[config.mk]
export PLATFORM = sky130hd
export DESIGN_NAME = present80_round_engine_flat
export DESIGN_NICKNAME = d
export VERILOG_FILES = /design/src/rtl/present80_round_engine_if.sv /design/src/rtl/present80_round_engine.sv /design/src/flat_wrapper.sv
export SDC_FILE = /design/constraint.sdc
export NUM_CORES = 1
export LEC_CHECK = 0
export CAP_MARGIN = 40
export CORE_MARGIN = 5
export CORE_UTILIZATION = 30
export DETAILED_ROUTE_END_ITERATION = 7
export GPL_ROUTABILITY_DRIVEN = 1
export GPL_TIMING_DRIVEN = 0
export PLACE_DENSITY = 0.56
export SETUP_SLACK_MARGIN = 0.4
export SYNTH_ARGS = -nofsm -noshare
export SYNTH_HDL_FRONTEND = slang
export SYNTH_SLANG_ARGS = --single-unit
[constraint.sdc]
create_clock -name clk -period 2.25 [get_ports clk]
set_input_delay 0.3375 -clock clk [delete_from_list [all_inputs] [get_ports clk]]
set_output_delay 0.3375 -clock clk [all_outputs]
set_load 0.05 [all_outputs]
[src/rtl/present80_round_engine_if.sv]
// present80_round_engine_if: start/done handshake and data bus of the PRESENT-80 core (PRESENT_DBG_EN adds debug taps)
interface present80_round_engine_if;
  logic start;
  logic [63:0] plaintext;
  logic [79:0] key;
  logic busy;
  logic done;
  logic [63:0] ciphertext;
`ifdef PRESENT_DBG_EN
  logic [4:0] dbg_round;
  logic [63:0] dbg_state;
  modport master(output start, plaintext, key, input busy, done, ciphertext, dbg_round, dbg_state);
  modport slave(input start, plaintext, key, output busy, done, ciphertext, dbg_round, dbg_state);
`else
  modport master(output start, plaintext, key, input busy, done, ciphertext);
  modport slave(input start, plaintext, key, output busy, done, ciphertext);
`endif
endinterface

[src/rtl/present80_round_engine.sv]
// present80_round_engine: iterative PRESENT-80 encryption, one round per clock; PRESENT_DBG_EN adds dbg_round/dbg_state
module present80_round_engine #(
  parameter int ROUNDS = 31
) (
  input logic clk,
  input logic reset,
  present80_round_engine_if.slave bus
);
  localparam logic [1:0] IDLE = 2'd0, ROUND = 2'd1, FINAL = 2'd2;
  localparam logic [63:0] SBOX = 64'h21748FE3DA09B65C;
  logic [1:0] fsm;
  logic [4:0] round_cnt;
  logic [63:0] state, ct, sb, pl;
  logic [79:0] keyreg, kr, kn;
  logic busy, done;
  function automatic logic [3:0] s(input logic [3:0] x);
    return SBOX[{x, 2'b00} +: 4];
  endfunction
  always_comb begin
    sb = '0;
    pl = '0;
    for (int i = 0; i < 16; i++) sb[4*i +: 4] = s(state[4*i +: 4] ^ keyreg[16+4*i +: 4]);
    for (int i = 0; i < 64; i++) pl[i == 63 ? 63 : (16*i) % 63] = sb[i];
    kr = {keyreg[18:0], keyreg[79:19]};
    kn = {s(kr[79:76]), kr[75:20], kr[19:15] ^ round_cnt, kr[14:0]};
  end
  always_ff @(posedge clk) begin
    if (!reset) begin
      fsm <= IDLE;
      round_cnt <= '0;
      state <= '0;
      keyreg <= '0;
      ct <= '0;
      busy <= 1'b0;
      done <= 1'b0;
    end else begin
      done <= 1'b0;
      if (fsm == IDLE && bus.start) begin
        state <= bus.plaintext;
        keyreg <= bus.key;
        round_cnt <= 5'd1;
        busy <= 1'b1;
        fsm <= ROUND;
      end else if (fsm == ROUND) begin
        state <= pl;
        keyreg <= kn;
        if (round_cnt == 5'(ROUNDS)) fsm <= FINAL;
        else round_cnt <= round_cnt + 5'd1;
      end else if (fsm == FINAL) begin
        ct <= state ^ keyreg[79:16];
        done <= 1'b1;
        busy <= 1'b0;
        fsm <= IDLE;
      end
    end
  end
  assign bus.busy = busy;
  assign bus.done = done;
  assign bus.ciphertext = ct;
`ifdef PRESENT_DBG_EN
  assign bus.dbg_round = round_cnt;
  assign bus.dbg_state = state;
`endif
endmodule

[src/flat_wrapper.sv]
// flat-port wrapper written by rule: the top's interface ports become plain ports
module present80_round_engine_flat 
#(
  parameter int ROUNDS = 31
)
  (clk, reset, bus_start, bus_plaintext, bus_key, bus_busy, bus_done, bus_ciphertext);
  present80_round_engine_if bus_i ();
  input logic clk;
  input logic reset;
  input wire logic [$bits(bus_i.start)-1:0] bus_start;
  input wire logic [$bits(bus_i.plaintext)-1:0] bus_plaintext;
  input wire logic [$bits(bus_i.key)-1:0] bus_key;
  output wire logic [$bits(bus_i.busy)-1:0] bus_busy;
  output wire logic [$bits(bus_i.done)-1:0] bus_done;
  output wire logic [$bits(bus_i.ciphertext)-1:0] bus_ciphertext;
  assign bus_i.start = bus_start;
  assign bus_i.plaintext = bus_plaintext;
  assign bus_i.key = bus_key;
  assign bus_busy = bus_i.busy;
  assign bus_done = bus_i.done;
  assign bus_ciphertext = bus_i.ciphertext;
  present80_round_engine #(.ROUNDS(ROUNDS)) u_core (.clk(clk), .reset(reset), .bus(bus_i));
endmodule
Yosys cells after proc, flatten, opt, wreduce, memory -nomap -nowiden:

Cells that the tools add are included.

* register bits: 217
* logic and storage cells: 85

* $add $sub $neg: 1
* eq/ne operators: 7
* shift operators: 17
* mux-type cells: 15
* bitwise gates (word level): 22
* reductions and logical operators: 14

Operators by type and width (number)
* $shiftx A64 B7 Y4 const A: 17
* $mux W80: 2
* $mux W64: 2
* $xor A4 B4 Y4: 16
* $xor A64 B64 Y64: 1
* $reduce_and A2 Y1: 5
* $mux W1: 8
* $mux W2: 3
* $reduce_bool A2 Y1: 3
* $add A5 B1 Y5 const B: 1
* $eq A5 B5 Y1 const B: 1
* $xor A5 B5 Y5: 1
* $ne A2 B1 Y1 const B: 2
* $not A1 Y1: 4
* $ne A3 B2 Y1 const B: 1
* $reduce_and A3 Y1: 1
* $reduce_bool A3 Y1: 1
* $reduce_or A3 Y1: 1
* $eq A2 B1 Y1 const B: 1
* $eq A2 B2 Y1 const B: 1
* $logic_not A2 Y1: 1
* $ne A2 B2 Y1 const B: 1
* $reduce_or A2 Y1: 1
* $logic_and A1 B1 Y1: 1

Depth between registers and ports, before layout:

Gate-level depths: netlist (run 1).

* word-level depth: 4
* depth in mapped cells: 8
* mapped depth without buffers: 7

Worst setup path before layout (run 1):

Ideal clock, no wire load.

* path kind: reg-to-reg
* from: reg u_core.keyreg[16]
* to: reg u_core.state[32]
* setup time: 0.132 ns
* arrival: 1.848 ns
* required time: 2.118 ns
* setup slack: 0.270 ns
* stages on the path, launching flop included: 8
* buffers on the path: 1
* clock period less this slack: 1.980 ns
* path through: dfxtp_1 clkbuf_1 xnor2_1 inv_1 ha_1 mux4_2 mux2i_1 a21oi_1

* cells in the longest elaborated chain, start to end: 4

Ends and longest elaborated chain
* from (decl): line present80_round_engine.sv:14 `logic [79:0] keyreg, kr, kn;`
* from (signal assigned): line present80_round_engine.sv:40 `keyreg <= bus.key;`
* from (signal assigned): line present80_round_engine.sv:46 `keyreg <= kn;`
* $xor A4 B4 Y4: line present80_round_engine.sv:22 `for (int i = 0; i < 16; i++) sb[4*i +: 4] = s(state[4*i +: 4] ^ keyreg[16+4*i +: 4]);`
* $shiftx A64 B7 Y4: line present80_round_engine.sv:17 `return SBOX[{x, 2'b00} +: 4];`
* $mux W64: line present80_round_engine.sv:44 `end else if (fsm == ROUND) begin`
* $mux W64: line present80_round_engine.sv:38 `if (fsm == IDLE && bus.start) begin`
* to (signal assigned): line present80_round_engine.sv:39 `state <= bus.plaintext;`
* to (signal assigned): line present80_round_engine.sv:45 `state <= pl;`
* to (decl): line present80_round_engine.sv:13 `logic [63:0] state, ct, sb, pl;`

No other way between the ends. The select of a mux whose other input is x is not followed.
A chain may end at the register's enable or synchronous reset.

Worst setup path in the final report (run 1):

* from: reg u_core.keyreg[64]
* to: reg u_core.state[28]

Same word-level chain as after synthesis.

==> results of run 1 <==
[final cells by class]
class	instances	area [um^2]	area share [%]
clock buffer	37	803.3	4.511
timing repair buffer	265	2472	13.88
tap	539	674.4	3.787
buffer	97	644.4	3.619
inverter	72	277.8	1.560
sequential	217	4441	24.94
multi-input combinational	946	8305	46.64
clock inverter	11	188.9	1.061
[kinds of logic after synthesis]
| group | Yosys count |
|---|---|
| adders and majority gates | 59 |
| muxes | 154 |
| AOI/OAI and AO/OA | 381 |
| buffers and inverters | 169 |
| xor gates and xnor gates | 89 |
| and+or+nand+nor | 263 |
| DFF | 217 |
[power by group through the flow]
| stage | Combinational, W | Clock, W | Sequential, W |
|---|---|---|---|
| after floorplan | 0.00278 | 0 | 0.00449 |
| after global placement | 0.00388 | 0 | 0.00469 |
| after detailed placement | 0.00398 | 0 | 0.00470 |
| after CTS | 0.00440 | 0.00489 | 0.00471 |
| after global routing | 0.00506 | 0.00504 | 0.00477 |
| final | 0.00473 | 0.00485 | 0.00476 |
[flip-flops by register name (all words and copies together), names as in the netlist]
signal / flops
u_core.state: 64
u_core.round_cnt: 5
u_core.bus.done: 1
u_core.bus.busy: 1
u_core.fsm: 2
u_core.keyreg: 80
u_core.bus.ciphertext: 64
[synthesized netlist by cell type, drive strengths merged, types with 23 or more instances]
cell type / instances
o211a: 133
xnor2: 69
nand2: 176
dfxtp: 217
inv: 72
o21ai: 75
nor2: 35
clkbuf: 74
ha: 59
a21oi: 85
mux2: 27
buf: 23
mux2i: 101
mux4: 26
[through the flow]
stage | worst slack (ns) | util [%]
3_5_place_dp | -0.5599 | 37.03
3_3_place_gp | -0.8281 | 36.85
2_1_floorplan | 0.4038 | -
5_1_grt | 0.3256 | 42.64
4_1_cts | 0.3807 | 41.52
6_report | 0.3493 | 42.64
[layer usage]
| layer | part of all wire [%] | up-vias | wire [um] |
|---|---|---|---|
| met3 | 7.6 | 114 | 4063 |
| met1 | 43 | 5711 | 23220 |
| li1 | - | 5390 | - |
| met4 | 4.5 | 0 | 2436 |
| met2 | 45 | 562 | 23910 |
| met5 | 0 | - | 0 |
[how the worst min path moves through the flow]
stage                         startpoint                   endpoint  cells past startpoint
3_3_place_gp   u_core.bus.ciphertext[25]  u_core.bus.ciphertext[25]                      1
6_report                     bus_key[76]          u_core.keyreg[76]                      3
4_1_cts                      bus_key[77]          u_core.keyreg[77]                      3
3_5_place_dp   u_core.bus.ciphertext[18]  u_core.bus.ciphertext[18]                      1
2_1_floorplan          bus_plaintext[16]           u_core.state[16]                      2
5_1_grt                      bus_key[76]          u_core.keyreg[76]                      3
[critical path, cell delays in order, from the launching register on]
cell,delay (ns)
dfxtp_4,0.36
xnor2_4,0.20
inv_1,0.09
ha_2,0.17
inv_2,0.04
mux4_2,0.48
mux2_4,0.27
a22o_1,0.18
[what timing repair did]
action / 4_1_cts / 5_1_grt
gates resized for setup: 262 / 101
endpoints found under the setup margin: 271 / 181
gates cloned: 0 / 1
pin swaps: 23 / 28
buffers inserted: 25 / 22
endpoints found under the hold margin: 0 / 0
==> flow_metrics.env, run 1 <==
export IMPL_crit_required_ns=2.69
export IMPL_final_cell_mix="175 x nand2_1, 164 x dfxtp_1, 145 x clkdlybuf4s50_1, 133 x o211a_1, 101 x mux2i_1"
export IMPL_power_w=0.01433
export IMPL_clkPwrFrac_pct=33.8
export IMPL_grt_busiest_layer="met2"
export IMPL_crit_path_start_kind="register"
export IMPL_grt_pass1_wl_mm=76.30
export IMPL_synthSimpleGateAreaFrac_pct=8.709
export IMPL_cap_violations=0
export IMPL_ys_ff_latch=217
export IMPL_viasPerCell=5.392
export IMPL_synthFlopType="dfxtp_1"
export IMPL_async_flop_share_pct=0
export IMPL_ys_seq_area_share_pct=34.52
export IMPL_area_growth_pct=41.50
export IMPL_hold_violations=0
export IMPL_nets=1832
export IMPL_postRouteAntennaNets=0
export IMPL_grt_pass1_vias=11470
export IMPL_io_pins=213
export IMPL_final_area_um2=17810
export IMPL_hp_class="input port to register"
export IMPL_synth_area_um2=12580
export IMPL_synthTopCellsByArea="dfxtp_1 35%, o211a_1 11%, mux2i_1 8.0%, ha_1 5.9%, nand2_1 5.2%"
export IMPL_r2r_start="u_core.keyreg[64]"
export IMPL_period_share_pct=84.48
export IMPL_die_h_um=214.8
export IMPL_cp_arrival_ns=2.34
export IMPL_p_switching_w=0.004736
export IMPL_synth_top_family_by_area="compound AO/OA/AOI/OAI gates"
export IMPL_htreeDepth=1
export IMPL_core_rowCount=75
export IMPL_postSynthCellCount=1332
export IMPL_finClkSkew_ns=0.01059
export IMPL_power_density_nw_per_um2=805.0
export IMPL_status="complete, no violations"
export IMPL_drive_gt1_share_pct=22.19
export IMPL_pwr_share_seq_pct=33.2
export IMPL_leakage_nw=8.274
export IMPL_core_region_area_um2=41760
export IMPL_port_buffer_count=211
export IMPL_grt_overflow_total=0
export IMPL_fmax_ghz=0.5261
export IMPL_antenna_found_initial=0
export IMPL_placed_area_um2=15460
export IMPL_cp_end_kind="register"
export IMPL_crit_type="register to register"
export IMPL_rrSetupSlack_ns=0.35
export IMPL_synth_edf_count=0
export IMPL_numClockSinks=217
export IMPL_yosys_area_share_adder_pct=5.866
export IMPL_synth_top_area_cell="dfxtp_1"
export IMPL_ys_warn_count=0
export IMPL_cts_hold_buf=0
export IMPL_clock_latency_ns=0.55
export IMPL_grt_max_degree=14
export IMPL_pwr_share_comb_pct=33.0
export IMPL_tns_ns=0
export IMPL_hpwlAfterDp_mm=41.39
export IMPL_synth_top_area_share_pct=34.52
export IMPL_synth_nets=1538
export IMPL_use_met2_pct=34.95
export IMPL_post_place_cells=2088
export IMPL_tightest_slew_ns=0.7639
export IMPL_synth_compound_area_share_pct=22.52
export IMPL_min_period_ns=1.901
export IMPL_drc_errors=0
export IMPL_num_vias=11780
export IMPL_gr_usage_met3_pct=3.476
export IMPL_nFillCells=4057
export IMPL_ys_types=57
export IMPL_clockBufferDepth=3
export IMPL_fp_dieW_um=214.8
export IMPL_finalSetupViolCount=0
export IMPL_place_gp_congestion=0.9443
export IMPL_synth_area_per_cell_um2=9.448
export IMPL_crit_path_max_fanout=5
export IMPL_slew_headroom_pct=49.07
export IMPL_r2r_end="u_core.state[28]"
export IMPL_drt_iter0_markers=876
export IMPL_startpoint="u_core.keyreg[64]"
export IMPL_layout_commonest_cell="nand2_1"
export IMPL_avgRoutedWirePerCell_um=24.56
export IMPL_path_clk_slew_ns=0.06
export IMPL_first_pass_iters=5
export IMPL_root_buffer="clkbuf_16"
export IMPL_n_antenna_cell=0
export IMPL_synth_mux_area_share_pct=15.13
export IMPL_final_cells=2184
export IMPL_die_area_um2=46150
export IMPL_synth_xor_area_share_pct=8.004
export IMPL_cts_tree="built"
export IMPL_p_int_w=0.009599
export IMPL_slew_violations=0
export IMPL_vdd_drop_max_mv=0.4559
export IMPL_grt_total_usage_pct=21.85
export IMPL_r2r_cells=7
export IMPL_swShare_pct=33.04
export IMPL_rsz0062_at_grt="true"
export IMPL_crit_end="u_core.state[28]"
export IMPL_cts_buffers_inserted=27
export IMPL_start_util_pct=30.14
export IMPL_holdWs_ns=0.3686
export IMPL_drt_total_wl_mm=53.63
export IMPL_met1_usage_pct=29.95
(Power assumes the default switching activity.)
==> run 2, diff against run 1 <==
==> constraint.sdc (replaced) <==
create_clock -name clk -period 1.9 [get_ports clk]
set_input_delay 0.285 -clock clk [delete_from_list [all_inputs] [get_ports clk]]
set_output_delay 0.285 -clock clk [all_outputs]
set_load 0.05 [all_outputs]
==> run 2 against run 1 <==
  * The run now ends with setup timing left
  * Fmax down 1.5%
  * Largest cell class unchanged
  * Clock power up 0.8%
  * Combinational power up 66%
  * Clock skew down 0.0026 ns
  * Global-route usage up 2.1 points
  * Die area unchanged
  * Non-clock buffer count up 114
  * Clock-buffer cell count up 7
  * Critical path depth unchanged
  * First-iteration DRC count up 8.8%
  * Register-to-register slack worse by 0.38 ns
  * Final cell count up 5.3%
==> flow_metrics.env, run 2 (synthesized netlist as in run 1, its figures left out) <==
export IMPL_fmax_ghz=0.5185
export IMPL_pwr_share_comb_pct=42.5
export IMPL_port_buffer_count=211
export IMPL_clock_latency_ns=0.55
export IMPL_postRouteAntennaNets=0
export IMPL_clockBufferDepth=3
export IMPL_numClockSinks=217
export IMPL_viasPerCell=5.383
export IMPL_drc_errors=0
export IMPL_io_pins=213
export IMPL_violations="setup timing"
export IMPL_finalSetupViolCount=2
export IMPL_power_w=0.01842
export IMPL_final_cells=2299
export IMPL_top_layer="met5"
export IMPL_grt_max_degree=13
export IMPL_dp_slack_ns=-0.6788
export IMPL_die_area_um2=46150
export IMPL_regMostFlops="u_core.keyreg"
export IMPL_wl_met3_mm=4.500
export IMPL_cp_end_kind="register"
export IMPL_first_pass_iters=5
export IMPL_hpwlAfterDp_mm=42.69
export IMPL_period_share_pct=101.5
export IMPL_rsz0062_at_grt="true"
export IMPL_crit_type="register to register"
export IMPL_grt_pass1_vias=12140
export IMPL_drive_gt1_share_pct=43.04
export IMPL_crit_path_start_kind="register"
export IMPL_hp_class="input port to register"
export IMPL_holdPathStages=3
export IMPL_pwr_share_seq_pct=31.0
export IMPL_grt_total_usage_pct=23.95
export IMPL_routed_wl_met2_mm=26.79
export IMPL_power_density_nw_per_um2=887.8
export IMPL_avgRoutedWirePerCell_um=25.78
export IMPL_cts_buffers_inserted=26
export IMPL_slew_headroom_pct=35.59
export IMPL_swShare_pct=35.46
export IMPL_leakage_nw=9.095
export IMPL_largest_reg_flops=80
export IMPL_root_buffer="clkbuf_16"
export IMPL_crit_required_ns=2.34
export IMPL_drt_total_wl_mm=59.26
export IMPL_num_vias=12380
export IMPL_die_h_um=214.8
export IMPL_crit_path_max_fanout=6
export IMPL_antenna_found_initial=2
export IMPL_area_growth_pct=64.89
export IMPL_clkPwrFrac_pct=26.6
export IMPL_grt_overflow_total=0
export IMPL_post_place_cells=2085
export IMPL_p_switching_w=0.006532
export IMPL_vdd_drop_max_mv=0.6879
export IMPL_cts_tree="built"
export IMPL_r2r_cells=7
export IMPL_core_rowCount=75
export IMPL_finClkSkew_ns=0.007956
export IMPL_status="complete, but fails checks"
export IMPL_final_cell_mix="165 x nand2_1, 145 x clkdlybuf4s50_1, 133 x o211a_1, 128 x dfxtp_1, 112 x buf_4"
export IMPL_layout_commonest_cell="nand2_1"
export IMPL_cp_arrival_ns=2.37
export IMPL_setup_slack_ns=-0.02870
export IMPL_htreeDepth=1
export IMPL_path_clk_slew_ns=0.07
export IMPL_core_region_area_um2=41760
export IMPL_cts_hold_buf=0
export IMPL_drt_iter0_markers=953
export IMPL_fp_dieW_um=214.8
export IMPL_slew_violations=0
export IMPL_cap_violations=0
export IMPL_grt_pass1_wl_mm=83.16
export IMPL_min_period_ns=1.929
export IMPL_hold_violations=0
export IMPL_place_gp_congestion=0.9266
export IMPL_start_util_pct=30.14
export IMPL_tightest_slew_ns=0.9661
export IMPL_nets=1945
export IMPL_wirelength_met1_mm=24.92
export IMPL_p_int_w=0.01189
==> run 2: cell types whose count changed in the layout (fill, tap and decap cells not counted), moves of 33 or more <==
cell           before  now
dlygate4sd2_1      64    0
buf_4              56  112
dfxtp_4            12   45
ha_1               48   13
buf_2               5   61
ha_4                7   43
buf_6               6   41
inv_1              53   20
dfxtp_1           164  128
==> run 2: worst paths after layout <==
| path | from | end | slack, ns |
|---|---|---|---|
| hold reg to reg | u_core.bus.ciphertext[60] | u_core.bus.ciphertext[60] | 0.47 |
| setup / recovery | u_core.state[48] | u_core.state[28] | -0.03 |
| setup reg to reg | u_core.state[48] | u_core.state[28] | -0.03 |
| hold / removal | reset | u_core.keyreg[77] | 0.30 |
==> run 2: layout make-up <==
type	instances	area, um^2
antenna	1	2.502
sequential	217	4568
clock buffer	44	789.5
timing repair buffer	379	3547
tap	539	674.4
inverter	72	317.8
buffer	97	1146
fill	3651	21010
multi-input combinational	946	9683
clock inverter	4	22.52
==> run 2: power groups by stage <==
stage | Clock [W] | Combinational (W) | Sequential, W
after global placement | 0 | 0.00503 | 0.00562
after global routing | 0.00513 | 0.00826 | 0.00572
final | 0.00489 | 0.00783 | 0.00570
after CTS | 0.00496 | 0.00688 | 0.00564
after floorplan | 0 | 0.00357 | 0.00540
after detailed placement | 0 | 0.00512 | 0.00563
==> run 2: routing by layer <==
layer,up-vias,GRT usage (%)
met5,-,0
met4,4,9.534
met3,138,4.095
met2,564,38.46
met1,6045,32.19
li1,5625,-
==> run 2: timing repair <==
action,CTS,global route
setup buffers,118,30
gates resized for setup,740,217
pin swaps,107,128
setup endpoints to repair,283,213
gates cloned,9,8
==> run 2: worst max-delay path, cell delays in order, from the launching register on <==
cell	delay, ns
dfxtp_4	0.38
xnor2_4	0.18
inv_2	0.09
ha_4	0.12
inv_2	0.03
mux4_2	0.54
mux2_4	0.29
a22o_1	0.18
==> run 2: per-stage QoR <==
| step | hold WS [ns] | utilization, % | setup TNS (ns) | instance area [um^2] |
|---|---|---|---|---|
| 3_3_place_gp | 0.4614 | 38.36 | -106.79 | 16020 |
| 5_1_grt | 0.3009 | 49.69 | -0.1184 | 20750 |
| 2_1_floorplan | 0.3926 | - | 0 | 13230 |
| 3_5_place_dp | 0.4662 | 38.45 | -93.97 | 16060 |
| 6_report | 0.2958 | 49.69 | -0.03504 | 20750 |
| 4_1_cts | 0.2796 | 46.94 | -0.04172 | 19600 |
==> run 3, diff against run 2 <==
--- a/config.mk
+++ b/config.mk
@@ -5,6 +5,7 @@
 export SDC_FILE = /design/constraint.sdc
 export NUM_CORES = 1
 export LEC_CHECK = 0
+export ABC_AREA = 1
 export CAP_MARGIN = 40
 export CORE_MARGIN = 5
 export CORE_UTILIZATION = 30
@@ -13,6 +14,7 @@
 export GPL_TIMING_DRIVEN = 0
 export PLACE_DENSITY = 0.56
 export SETUP_SLACK_MARGIN = 0.4
+export SLEW_MARGIN = 30
 export SYNTH_ARGS = -nofsm -noshare
 export SYNTH_HDL_FRONTEND = slang
 export SYNTH_SLANG_ARGS = --single-unit
==> run 3 against run 2 <==
  * The flow now finishes without violations
  * Design area shrank 5.1%
  * Sequential power shrank 3.7%
  * Core utilization shrank 5.4 points
  * Highest routed layer is now met4
  * Combinational power shrank 7.8%
  * Clock-buffer cell count shrank 5
  * Die area grew 7.1%
  * Largest power group unchanged
==> flow_metrics.env, run 3 <==
export IMPL_status="complete, no violations"
export IMPL_hpwlAfterDp_mm=48.65
export IMPL_port_buffer_count=211
export IMPL_ys_types=32
export IMPL_ys_ff_latch=217
export IMPL_num_vias=15860
export IMPL_grt_total_usage_pct=24.53
export IMPL_rsz0062_at_grt="true"
export IMPL_slew_violations=0
export IMPL_n_antenna_cell=0
export IMPL_fmax_ghz=0.6017
export IMPL_synth_top_area_cell="dfxtp_1"
export IMPL_final_cell_mix="723 x nand2_1, 254 x inv_1, 149 x dfxtp_1, 145 x clkdlybuf4s50_1, 133 x a21oi_1"
export IMPL_cp_end_kind="register"
export IMPL_crit_type="register to register"
export IMPL_grt_max_degree=13
export IMPL_worst_path_stages=8
export IMPL_grt_pass1_vias=14700
export IMPL_synth_area_per_cell_um2=6.246
export IMPL_postSynthCellCount=2164
export IMPL_nets=2690
export IMPL_vdd_drop_max_mv=0.4501
export IMPL_numClockSinks=217
export IMPL_cts_buffers_inserted=27
export IMPL_die_h_um=222.3
export IMPL_start_util_pct=30.43
export IMPL_setup_slack_ns=0.2381
export IMPL_synthFlopType="dfxtp_1"
export IMPL_viasPerCell=5.126
export IMPL_drive_gt1_share_pct=25.14
export IMPL_grt_overflow_total=0
export IMPL_largest_reg_flops=80
export IMPL_synthTopCellsByArea="dfxtp_1 32%, nand2_1 22%, inv_1 8.2%, nand3_1 5.9%, a21oi_1 5.7%"
export IMPL_r2r_cells=8
export IMPL_cts_hold_buf=0
export IMPL_finalSetupViolCount=0
export IMPL_clockBufferDepth=3
export IMPL_leakage_nw=9.196
export IMPL_holdWs_ns=0.3709
export IMPL_cp_top_family="buffers and inverters"
export IMPL_core_region_area_um2=44410
export IMPL_core_rowCount=77
export IMPL_die_area_um2=49400
export IMPL_avgRoutedWirePerCell_um=21.26
export IMPL_place_gp_congestion=0.9704
export IMPL_ys_seq_area_share_pct=32.14
export IMPL_postRouteAntennaNets=0
export IMPL_async_flop_share_pct=0
export IMPL_grt_pass1_wl_mm=92.67
export IMPL_drt_total_wl_mm=65.78
export IMPL_tightest_slew_ns=0.7719
export IMPL_placed_area_um2=16400
export IMPL_yosysMostFrequentCell="nand2_1"
export IMPL_crit_required_ns=2.32
export IMPL_finClkSkew_ns=0.02152
export IMPL_antenna_found_initial=3
export IMPL_hold_violations=0
export IMPL_drc_errors=0
export IMPL_cp_arrival_ns=2.08
export IMPL_fp_dieW_um=222.3
export IMPL_root_buffer="clkbuf_16"
export IMPL_crit_path_start_kind="register"
export IMPL_crit_slowest_cell="dfxtp_4"
export IMPL_final_area_um2=19690
export IMPL_synth_nets=2370
export IMPL_cts_tree="built"
export IMPL_slew_headroom_pct=48.54
export IMPL_area_growth_pct=45.67
export IMPL_hp_class="input port to register"
export IMPL_cp_buffers_inverters=3
export IMPL_synth_area_um2=13520
export IMPL_holdPathStages=3
export IMPL_path_clk_slew_ns=0.07
export IMPL_drt_iter0_markers=1277
export IMPL_synth_edf_count=0
export IMPL_synth_common_cells="797 x nand2_1, 296 x inv_1, 217 x dfxtp_1, 159 x nand3_1, 153 x a21oi_1"
export IMPL_htreeDepth=1
export IMPL_max_stage_delay_ns=0.39
export IMPL_crit_path_max_fanout=10
export IMPL_first_pass_iters=6
export IMPL_io_pins=213
export IMPL_layout_commonest_cell="nand2_1"
export IMPL_power_density_nw_per_um2=921.3
export IMPL_crit_chain="inv_4, ha_4, nand2_8, buf_12, buf_4, o21ai_0, o21ai_1, a21oi_1"
export IMPL_synth_top_area_share_pct=32.14
export IMPL_dp_slack_ns=-0.5400
export IMPL_clock_latency_ns=0.56
export IMPL_period_share_pct=87.47
export IMPL_tns_ns=0
export IMPL_ys_warn_count=0
export IMPL_cap_violations=0
export IMPL_regMostFlops="u_core.keyreg"
export IMPL_min_period_ns=1.662
-- run 3: changes by cell type after synthesis, moves of 69 or more --
cell      change
o21ai_0      +69
nand2_1     +621
mux2i_1     -101
inv_1       +232
nand3_1     +140
o211ai_1     +72
o211a_1     -133
-- run 3: final cells by class --
type	count	area, um^2
Buffer	101	1022
Multi-Input combinational cell	1542	8746
Clock inverter	8	117.6
Fill cell	4590	24720
Tap cell	592	740.7
Timing Repair Buffer	291	2586
Inverter	304	1192
Clock buffer	39	780.7
Sequential cell	217	4504
-- run 3: kinds of logic (layout without fill, tap and decap cells) --
logic type | after synthesis | count (layout) | share of synthesized area (%)
buffers and inverters | 405 | 743 | 12.25
AO/OA/AOI/OAI | 431 | 431 | 17.95
XOR/XNOR | 13 | 13 | 1.120
adder cells (fa/ha/maj) | 59 | 59 | 5.461
AND/OR/NAND/NOR | 1039 | 1039 | 31.08
flip-flops | 217 | 217 | 32.14
-- run 3: what timing repair did --
action	4_1_cts	5_1_grt
setup endpoints to repair	283	266
cloned	1	6
pin swaps	54	95
gates resized for setup	540	479
buffers inserted	36	35
-- run 3: through the flow --
step | instances | power (W) | utilization (%)
finish | 3094 | 0.01814 | 44.33
CTS | 3053 | 0.01710 | 42.15
global placement | 2967 | 0.01081 | 36.87
floorplan | 2164 | 0.008784 | -
detailed placement | 2969 | 0.01088 | 36.92
global route | 3094 | 0.01901 | 44.33
-- run 3: worst paths after layout --
path	start	endpoint	slack (ns)
setup / recovery	u_core.fsm[0]	u_core.keyreg[41]	0.24
hold / removal	bus_key[69]	u_core.keyreg[69]	0.37
setup reg to reg	u_core.fsm[0]	u_core.keyreg[41]	0.24
hold reg to reg	u_core.state[5]	u_core.state[5]	0.47
-- run 3: where the power goes --
part / switching [W] / internal, W / leakage [nW] / total, W
Sequential: 0.000517 / 0.00497 / 1.81 / 0.00549
Clock: 0.00220 / 0.00323 / 0.441 / 0.00543
Combinational: 0.00444 / 0.00278 / 6.94 / 0.00722
Total: 0.00716 / 0.0110 / 9.20 / 0.0181
-- run 3: layer usage --
| layer | vias up | routed length (um) | track usage (%) |
|---|---|---|---|
| met5 | - | 0 | 0 |
| met4 | 0 | 2836 | 8.292 |
| li1 | 7587 | - | - |
| met1 | 7431 | 28070 | 33.31 |
| met2 | 705 | 29470 | 39.95 |
| met3 | 137 | 5404 | 3.682 |
-- run 3: worst register-to-register path, stage by stage (launching register included) --
cell     delay, ns
dfxtp_4       0.39
inv_4         0.06
ha_4          0.18
nand2_8       0.13
buf_12        0.18
buf_4         0.18
o21ai_0       0.09
o21ai_1       0.17
a21oi_1       0.13
